--- config.mk ---
export PLATFORM = sky130hd
export DESIGN_NAME = seg_dynamic_scan
export DESIGN_NICKNAME = d
export VERILOG_FILES = /design/src/rtl/seg_dynamic_scan.sv
export SDC_FILE = /design/constraint.sdc
export NUM_CORES = 1
export LEC_CHECK = 0
export BUFFER_PORTS_ARGS = -buffer_cell sky130_fd_sc_hd__buf_2
export CAP_MARGIN = 25
export CORE_MARGIN = 4
export CORE_UTILIZATION = 50
export CTS_CLUSTER_SIZE = 10
export DETAILED_ROUTE_END_ITERATION = 6
export PLACE_DENSITY = 0.74
export SLEW_MARGIN = 20
export SYNTH_ARGS = -nofsm -noshare
export SYNTH_HDL_FRONTEND = slang
export SYNTH_SLANG_ARGS = --single-unit
--- constraint.sdc ---
create_clock -name sys_clk -period 1.9 [get_ports sys_clk]
set_input_delay 0.38 -clock sys_clk [delete_from_list [all_inputs] [get_ports sys_clk]]
set_output_delay 0.38 -clock sys_clk [all_outputs]
set_load 0.01 [all_outputs]
--- src/rtl/seg_dynamic_scan.sv ---
// Six-digit multiplexed 7-segment driver: converts a 20-bit binary score to BCD
// with a sequential double-dabble and scans the digits with leading-zero blanking.
module seg_dynamic_scan #(
  parameter logic [15:0] CNT_MAX = 16'd49999
) (
  input  logic        sys_clk,
  input  logic        sys_rst,
  input  logic [19:0] data,
  input  logic [5:0]  point,
  input  logic        seg_en,
  output logic        busy,
  output logic [5:0]  sel,
  output logic [7:0]  seg
);

  localparam logic [19:0] BIN_MAX   = 20'd999999;
  localparam logic [4:0]  LAST_ITER = 5'd19;

  typedef enum logic [1:0] {IDLE, SHIFT, DONE} state_t;

  state_t            state;
  state_t            next_state;
  logic              load;
  logic              shift_en;
  logic              commit;
  logic [19:0]       data_lat;
  logic [19:0]       bin;
  logic [23:0]       bcd;
  logic [23:0]       bcd_adj;
  logic [4:0]        iter;
  logic [5:0][3:0]   disp;
  logic [15:0]       cnt;
  logic [2:0]        idx;
  logic [5:0]        shown;
  logic [5:0]        sel_next;
  logic [7:0]        seg_next;

  function automatic logic [7:0] decode(input logic [3:0] d);
    logic [7:0] p;
    case (d)
      4'd0:    p = 8'hC0;
      4'd1:    p = 8'hF9;
      4'd2:    p = 8'hA4;
      4'd3:    p = 8'hB0;
      4'd4:    p = 8'h99;
      4'd5:    p = 8'h92;
      4'd6:    p = 8'h82;
      4'd7:    p = 8'hF8;
      4'd8:    p = 8'h80;
      4'd9:    p = 8'h90;
      default: p = 8'hFF;
    endcase
    return p;
  endfunction

  always_ff @(posedge sys_clk) begin
    if (sys_rst) state <= IDLE;
    else         state <= next_state;
  end

  always_comb begin
    next_state = state;
    unique case (state)
      IDLE:    if (data != data_lat) next_state = SHIFT;
      SHIFT:   if (iter == LAST_ITER) next_state = DONE;
      DONE:    next_state = IDLE;
      default: next_state = IDLE;
    endcase
  end

  always_comb begin
    load     = (state == IDLE) && (data != data_lat);
    shift_en = (state == SHIFT);
    commit   = (state == DONE);
  end

  always_comb begin
    bcd_adj = '0;
    for (int k = 0; k < 6; k++) begin
      if (bcd[4*k +: 4] >= 4'd5) bcd_adj[4*k +: 4] = bcd[4*k +: 4] + 4'd3;
      else                       bcd_adj[4*k +: 4] = bcd[4*k +: 4];
    end
  end

  // Values above six digits saturate so the display never wraps.
  always_ff @(posedge sys_clk) begin
    if (sys_rst) begin
      data_lat <= '0;
      bin      <= '0;
      bcd      <= '0;
      iter     <= '0;
      disp     <= '0;
      busy     <= 1'b0;
    end else begin
      busy <= (next_state != IDLE);
      if (load) begin
        data_lat <= data;
        bin      <= (data > BIN_MAX) ? BIN_MAX : data;
        bcd      <= '0;
        iter     <= '0;
      end else if (shift_en) begin
        {bcd, bin} <= {bcd_adj[22:0], bin, 1'b0};
        iter       <= iter + 5'd1;
      end else if (commit) begin
        disp <= bcd;
      end
    end
  end

  always_ff @(posedge sys_clk) begin
    if (sys_rst) begin
      cnt <= '0;
      idx <= '0;
    end else if (cnt == CNT_MAX) begin
      cnt <= '0;
      idx <= (idx == 3'd5) ? 3'd0 : idx + 3'd1;
    end else begin
      cnt <= cnt + 16'd1;
    end
  end

  // A digit is shown when it or any more significant digit is nonzero.
  assign shown[5] = |disp[5];
  assign shown[4] = |disp[5:4];
  assign shown[3] = |disp[5:3];
  assign shown[2] = |disp[5:2];
  assign shown[1] = |disp[5:1];
  assign shown[0] = 1'b1;

  always_comb begin
    sel_next = 6'b000000;
    seg_next = 8'hFF;
    if (seg_en) begin
      sel_next    = 6'b000001 << idx;
      seg_next    = shown[idx] ? decode(disp[idx]) : 8'hFF;
      seg_next[7] = ~point[idx];
    end
  end

  always_ff @(posedge sys_clk) begin
    if (sys_rst) begin
      sel <= 6'b000000;
      seg <= 8'hFF;
    end else begin
      sel <= sel_next;
      seg <= seg_next;
    end
  end

endmodule

==> results by group, run 1 <==
Floorplan
  • Core ar.: 11,600 µm²
  • Initial Utilization: 0.518
  • DIE HEIGHT: 118 µm
  • Die Footprint: 13,800 µm²
  • Die W: 118 µm
  • Row count: 39
  • I/O Pins: 44

Timing
  • Actual slew at the worst max-slew pin: 0.778 ns
  • Minimum clock period after layout: 1.90 ns
  • Count of pins over their slew limit: 0
  • Setup ws final: -0.00153 ns
  • Setup_tns: -0.00153 ns
  • Final Hold Fails: 0
  • Max-slew headroom: 0.480
  • Fmax: 0.526 GHz
  • RSZ-0062 raised after global routing: true
  • Worst-case clock skew: 0.00715 ns
  • Final setup vio count: 1
  • Ratio of final minimum period to clock period: 1.00

Placed design
  • Setup WS pre-CTS: -0.191 ns
  • Gp weighted congestion: 0.829
  • IO buf count: 43
  • Dpl hpwl: 9100 µm

Worst hold path
  • Hold path depth: 4
  • Type of the most critical hold path: in2reg

Yosys
  • Post-synth top flop: dfxtp_1
  • Synth Register Bits: 129
  • Syn_area_per_cell: 8.52 µm²
  • Seq/Total Area, Yosys: 0.431
  • Yosys cell types: 45
  • Post-synth EDFFs: 0
  • Syn Std Cell Area: 6000 µm²
  • Async set-reset flop share out of synthesis: 0
  • Syn Nets: 752
  • Yosys warnings: 0
  • Synth Instances: 704

Worst setup path
  • CP top delay family: compound AO/OA/AOI/OAI gates
  • CP arrival: 2.19 ns
  • Worst path depth: 8
  • R2R depth: 8
  • CP most frequent cell: buf_12
  • Crit path launch type: register
  • Crit path required time: 2.19 ns
  • Critical path type: reg2reg
  • WP buf/inv: 2
  • Crit-path slowest cell: a211oi_4
  • Crit Path Max Fanout: 11
  • Worst Setup End Kind: register
  • Crit path largest cell delay: 0.44 ns
  • Worst path cell trace: xnor2_2, nand4_1, nor3_4, buf_12, a211oi_4, buf_12, mux2i_1, nor2_1

Clock network
  • CTS Sinks: 129
  • Clk_lat worst skew: 0.41 ns
  • Cts hold-fix bufs: 0
  • Clock root buffer: clkbuf_16
  • CTS max path bufs: 2
  • CTS buffer count: 17
  • Clock slew at reported path FFs: 0.06 ns
  • CTS H-tree lvls: 4
  • CTS tree: done

Global routing
  • Remaining Overflow, GRT: 0
  • Largest net degree at the start of global routing: 74
  • Busiest grt layer: met2
  • Tot GR Track Use: 0.198
  • First-pass GRT wire length: 23,000 µm
  • Vias in the first global route: 5,056
  • Met1 Use GR: 0.258
  • Initial antenna violation count: 0
  • GR Util met3: 0.0605
  • GR Layer Usage met2: 0.321

Cells and area
  • Share of post-route cells with drive strength above 1: 0.226
  • Commonest non-fill, non-tap cell in the layout: dfxtp_1
  • Diode count: 0
  • Multi-input logic area: 3350 µm²
  • P&R area growth vs syn: 24.6%
  • Register Area: 2590 µm²
  • Util after Layout: 0.646
  • Post-layout nets: 834
  • Fill cell instance count of the final layout: 906
  • Most frequent cells in the layout: dfxtp_1 (124), nand2_1 (106), nor2_1 (98)

Power
  • Pwr per Cell Area: 859 nW/µm²
  • Leak pwr: 2.90 nW
  • VDD IR max: 0.603 mV

Detailed routing
  • Routed vias/inst: 5.50
  • Total routed wirelength: 14,200 µm
  • Initial DRC Count: 398
  • WL/cell: 15.1 µm
  • First-pass iteration count of the detailed router: 5
  • Detail Route Antenna Nets: 0
  • DR vias: 5,178
  • # DRC: 0

Run status
  • Outcome: finished with violations
  • Failing checks: setup timing

Flow run
  • Max-cap viol count: 0
[logic make-up (layout without fill, tap and decap cells)]
kind of cell,after synthesis,in the layout,synth area share
AND/OR/NAND/NOR,288,288,0.211
flip-flops,129,129,0.431
AO/OA/AOI/OAI,125,127,0.135
buffers and inverters,62,154,0.0482
XOR/XNOR,49,49,0.0716
multiplexers,32,32,0.0639
adder cells (fa/ha/maj),19,19,0.0396
[Yosys cell counts, types with 2 or more instances]
master	number	area [µm²]
buf_2	6	30.0
o31ai_1	4	30.0
clkbuf_1	22	82.6
nand2_1	106	398
and2_1	2	12.5
a2111oi_0	5	43.8
and3_1	6	37.5
nor2b_1	4	25.0
ha_1	19	238
buf_6	6	67.6
a2111oi_1	2	20.0
a21oi_1	64	320
mux4_2	5	113
dfxtp_1	129	2580
o21bai_1	2	15.0
nor3_1	9	45.0
nand4_1	11	68.8
inv_1	26	97.6
nor4_1	7	43.8
mux2i_1	27	270
o2bb2ai_1	3	26.3
nand3_1	12	60.1
nand2b_1	16	100
or3_1	2	12.5
o21ai_1	2	10.0
nor2_1	108	405
xnor2_1	32	280
a2111oi_2	6	90.1
a311oi_1	5	43.8
xor2_1	17	149
o21ai_0	25	125
[through the flow]
stage               hold WS, ns  instance area, µm²  instances  power (mW)
floorplan                 0.430                6000        704        3.19
global placement          0.439                6620        902        3.37
detailed placement        0.456                6620        902        3.39
CTS                       0.324                7190        934        6.38
global route              0.352                7470        941        6.64
finish                    0.340                7470        941        6.42
[worst reg2reg max path, delay by kind of cell (launching register included)]
| kind | cells | cell delay [ns] |
|---|---|---|
| AOI/OAI and AO/OA | 1 | 0.44 |
| buffers and inverters | 2 | 0.35 |
| DFF | 1 | 0.33 |
| muxes | 1 | 0.23 |
| xor gates and xnor gates | 1 | 0.15 |
| and+or+nand+nor | 3 | 0.27 |
[sequential cells by signal, indices dropped and copies added, names as in the netlist, 5 cells and up]
signal and cells:
disp 24, seg 8, data_lat 20, bcd 24
bin 20, iter 5, sel 6, cnt 16
[final timing paths]
check / start / end / slack, ns
setup / recovery: data_lat[17] / data_lat[8] / -0.002
hold / removal: point[5] / seg[7] / 0.34
setup reg to reg: data_lat[17] / data_lat[8] / -0.002
hold reg to reg: cnt[0] / cnt[0] / 0.46
[timing repair]
action                     4_1_cts  5_1_grt
resized for setup                3       46
setup endpoints to repair        8       48
pin swaps                        1       18
setup buffers                    0        6
gates cloned                     1        1
[final cells by class]
| type | instances | share of cell area |
|---|---|---|
| Inverter | 26 | 0.0131 |
| Clock buffer | 18 | 0.0588 |
| Clock inverter | 13 | 0.0156 |
| Sequential cell | 129 | 0.347 |
| Tap cell | 143 | 0.0239 |
| Timing Repair Buffer | 97 | 0.0941 |
| Multi-Input combinational cell | 515 | 0.448 |
[metal layers]
metal  vias to the layer above  wire (µm)  share of wire
li1                       2549          -              -
met1                      2486       6310           0.45
met2                       127       7010           0.49
met3                        16        693          0.049
met4                         0        167          0.012
met5                         -          0              0
[report_power, final]
part / total (mW) / switching (mW) / internal [mW]
clock: 3.02 / 1.20 / 1.82
sequential: 2.85 / 0.0611 / 2.79
combinational: 0.548 / 0.300 / 0.248
total: 6.42 / 1.56 / 4.86
Power figures use the tool's default switching activity.
==> run 2, diff against run 1 <==
--- a/config.mk
+++ b/config.mk
@@ -9,6 +9,7 @@
 export CAP_MARGIN = 25
 export CORE_MARGIN = 4
 export CORE_UTILIZATION = 50
+export CTS_BUF_LIST = sky130_fd_sc_hd__clkbuf_2
 export CTS_CLUSTER_SIZE = 10
 export DETAILED_ROUTE_END_ITERATION = 6
 export PLACE_DENSITY = 0.74
==> results by group, run 2 (synthesis results as in run 1) <==
Run status
  • Outcome: finished with violations
  • Failing checks: setup timing

Placed design
  • Dpl hpwl: 9100 µm (unchanged)
  • Placed cell count: 902 (unchanged)
  • IO buf count: 43 (unchanged)
  • Gp weighted congestion: 0.829 (unchanged)

Floorplan
  • Core ar.: 11,600 µm² (unchanged)
  • I/O Pins: 44 (unchanged)
  • Die Footprint: 13,800 µm² (unchanged)
  • DIE HEIGHT: 118 µm (unchanged)
  • Die W: 118 µm (unchanged)
  • Row count: 39 (unchanged)
  • Initial Utilization: 0.518 (unchanged)

Cells and area
  • P&R area growth vs syn: 18.2%
  • Top Registers: bcd: 24 flops, disp: 24 flops
  • Multi-input logic area: 3240 µm² (-3.1%)
  • Fill cell instance count of the final layout: 959 (+5.8%)
  • Diode count: 0 (unchanged)
  • Layout Cells excl Fill: 949 (+0.85%)
  • Share of post-route cells with drive strength above 1: 0.220 (-0.00596)
  • Register Area: 2590 µm² (about the same)
  • Post-layout nets: 842 (+0.96%)
  • Commonest non-fill, non-tap cell in the layout: dfxtp_1
  • Most frequent cells in the layout: dfxtp_1 (123), nand2_1 (106), nor2_1 (104)

Timing
  • Setup_tns: -0.133 ns (-0.131 ns)
  • Actual slew at the worst max-slew pin: 0.434 ns (-0.345 ns)
  • Count of pins over their slew limit: 0 (unchanged)
  • Final setup vio count: 6 (+5)
  • Max-slew headroom: 0.703 (+0.223)
  • Worst-case clock skew: 0.0367 ns (+0.0295 ns)
  • Ratio of final minimum period to clock period: 1.05 (+0.0449)
  • Worst hold slack: 0.0509 ns (-0.289 ns)
  • Final Hold Fails: 0 (unchanged)
  • RSZ-0062 raised after global routing: true
  • Fmax: 0.503 GHz (-4.3%)
  • Minimum clock period after layout: 1.99 ns (+0.0853 ns)
  • Setup ws final: -0.0869 ns (-0.0853 ns)

Clock network
  • Clock root buffer: clkbuf_2
  • CTS buffer count: 17 (unchanged)
  • CTS max path bufs: 2 (unchanged)
  • Clk_lat worst skew: 0.71 ns (+0.30 ns)
  • CTS tree: done
  • CTS Sinks: 129 (unchanged)
  • Clock slew at reported path FFs: 0.19 ns (+0.13 ns)
  • CTS H-tree lvls: 4 (unchanged)

Power
  • Leak pwr: 2.79 nW (-3.6%)
  • Pwr per Cell Area: 687 nW/µm² (-20%)
  • VDD IR max: 0.307 mV (-49%)

Detailed routing
  • Routed vias/inst: 5.41 (-1.7%)
  • WL/cell: 14.0 µm (-6.9%)
  • First-pass iteration count of the detailed router: 5 (unchanged)
  • # DRC: 0 (unchanged)
  • Initial DRC Count: 333 (-16%)
  • DR vias: 5,134 (-0.85%)
  • Detail Route Antenna Nets: 0 (unchanged)
  • Total routed wirelength: 13,300 µm (-6.1%)

Flow run
  • Max-cap viol count: 0 (unchanged)

Worst setup path
  • Critical path type: reg2reg
  • CP arrival: 2.58 ns (+0.39 ns)
  • Flop-to-flop setup slack: -0.09 ns (-0.09 ns)
  • Crit Path Max Fanout: 6 (-5)
  • R2R depth: 7 (-1)
  • Crit path launch type: register
  • Crit path required time: 2.49 ns (+0.30 ns)
  • Worst Setup End Kind: register

Worst hold path
  • Type of the most critical hold path: in2reg
  • Hold path depth: 4 (unchanged)

Global routing
  • First-pass GRT wire length: 22,600 µm (-2.0%)
  • Largest net degree at the start of global routing: 74 (unchanged)
  • Tot GR Track Use: 0.193 (-0.00509)
  • Vias in the first global route: 4,980 (-1.5%)
  • Initial antenna violation count: 0 (unchanged)
  • Remaining Overflow, GRT: 0 (unchanged)
-- run 2: path summary, 6_finish.rpt --
kind / start / to
worst min-delay path: data[7] / data_lat[7]
worst max register to register: data_lat[19] / bin[2]
worst min register to register: disp[2] / disp[2]
worst max-delay path: data_lat[19] / bin[2]
-- run 2: critical path, stage by stage, from the launching register on --
cell       delay [ns]
dfxtp_1          0.36
xnor2_1          0.24
nand4_1          0.18
nor3_4           0.25
buf_4            0.15
a211o_4          0.18
nor2_4           0.09
a2111oi_2        0.44
-- run 2: per-layer routing --
metal / global-route usage / up-vias / routed length, µm
met4: 0.0637 / 0 / 231
met3: 0.0471 / 27 / 599
met5: 0 / - / 0
li1: - / 2573 / -
met1: 0.249 / 2435 / 6090
met2: 0.320 / 99 / 6400
-- run 2: repair_timing --
item                                    in CTS  in global routing
resized for setup                            8                 28
pin swaps                                    6                 10
hold buffers                                 2                  0
buffers inserted                             4                  9
cloned                                       0                  1
endpoints found under the setup margin      14                 59
hold endpoints to repair                     1                  0
-- run 2: layout make-up --
type / count / area share
Timing Repair Buffer: 106 / 0.108
Inverter: 26 / 0.0138
Clock inverter: 14 / 0.0170
Multi-Input combinational cell: 514 / 0.458
Clock buffer: 17 / 0.0120
Tap cell: 143 / 0.0253
Sequential cell: 129 / 0.366
-- run 2: metrics by stage --
stage	area, µm²	power [mW]	util	setup slack [ns]
5_1_grt	7080	5.09	0.613	-0.151
2_1_floorplan	6000	3.19	-	0.0356
6_report	7080	4.87	0.613	-0.0869
3_3_place_gp	6620	3.37	0.572	-0.0976
3_5_place_dp	6620	3.39	0.572	-0.191
4_1_cts	6910	4.87	0.597	0.00112
-- run 2: report_power, final --
| part | switching (mW) | internal (mW) | total (mW) |
|---|---|---|---|
| sequential | 0.0570 | 2.79 | 2.85 |
| combinational | 0.275 | 0.239 | 0.514 |
| clock | 1.04 | 0.457 | 1.50 |
| total | 1.38 | 3.49 | 4.87 |
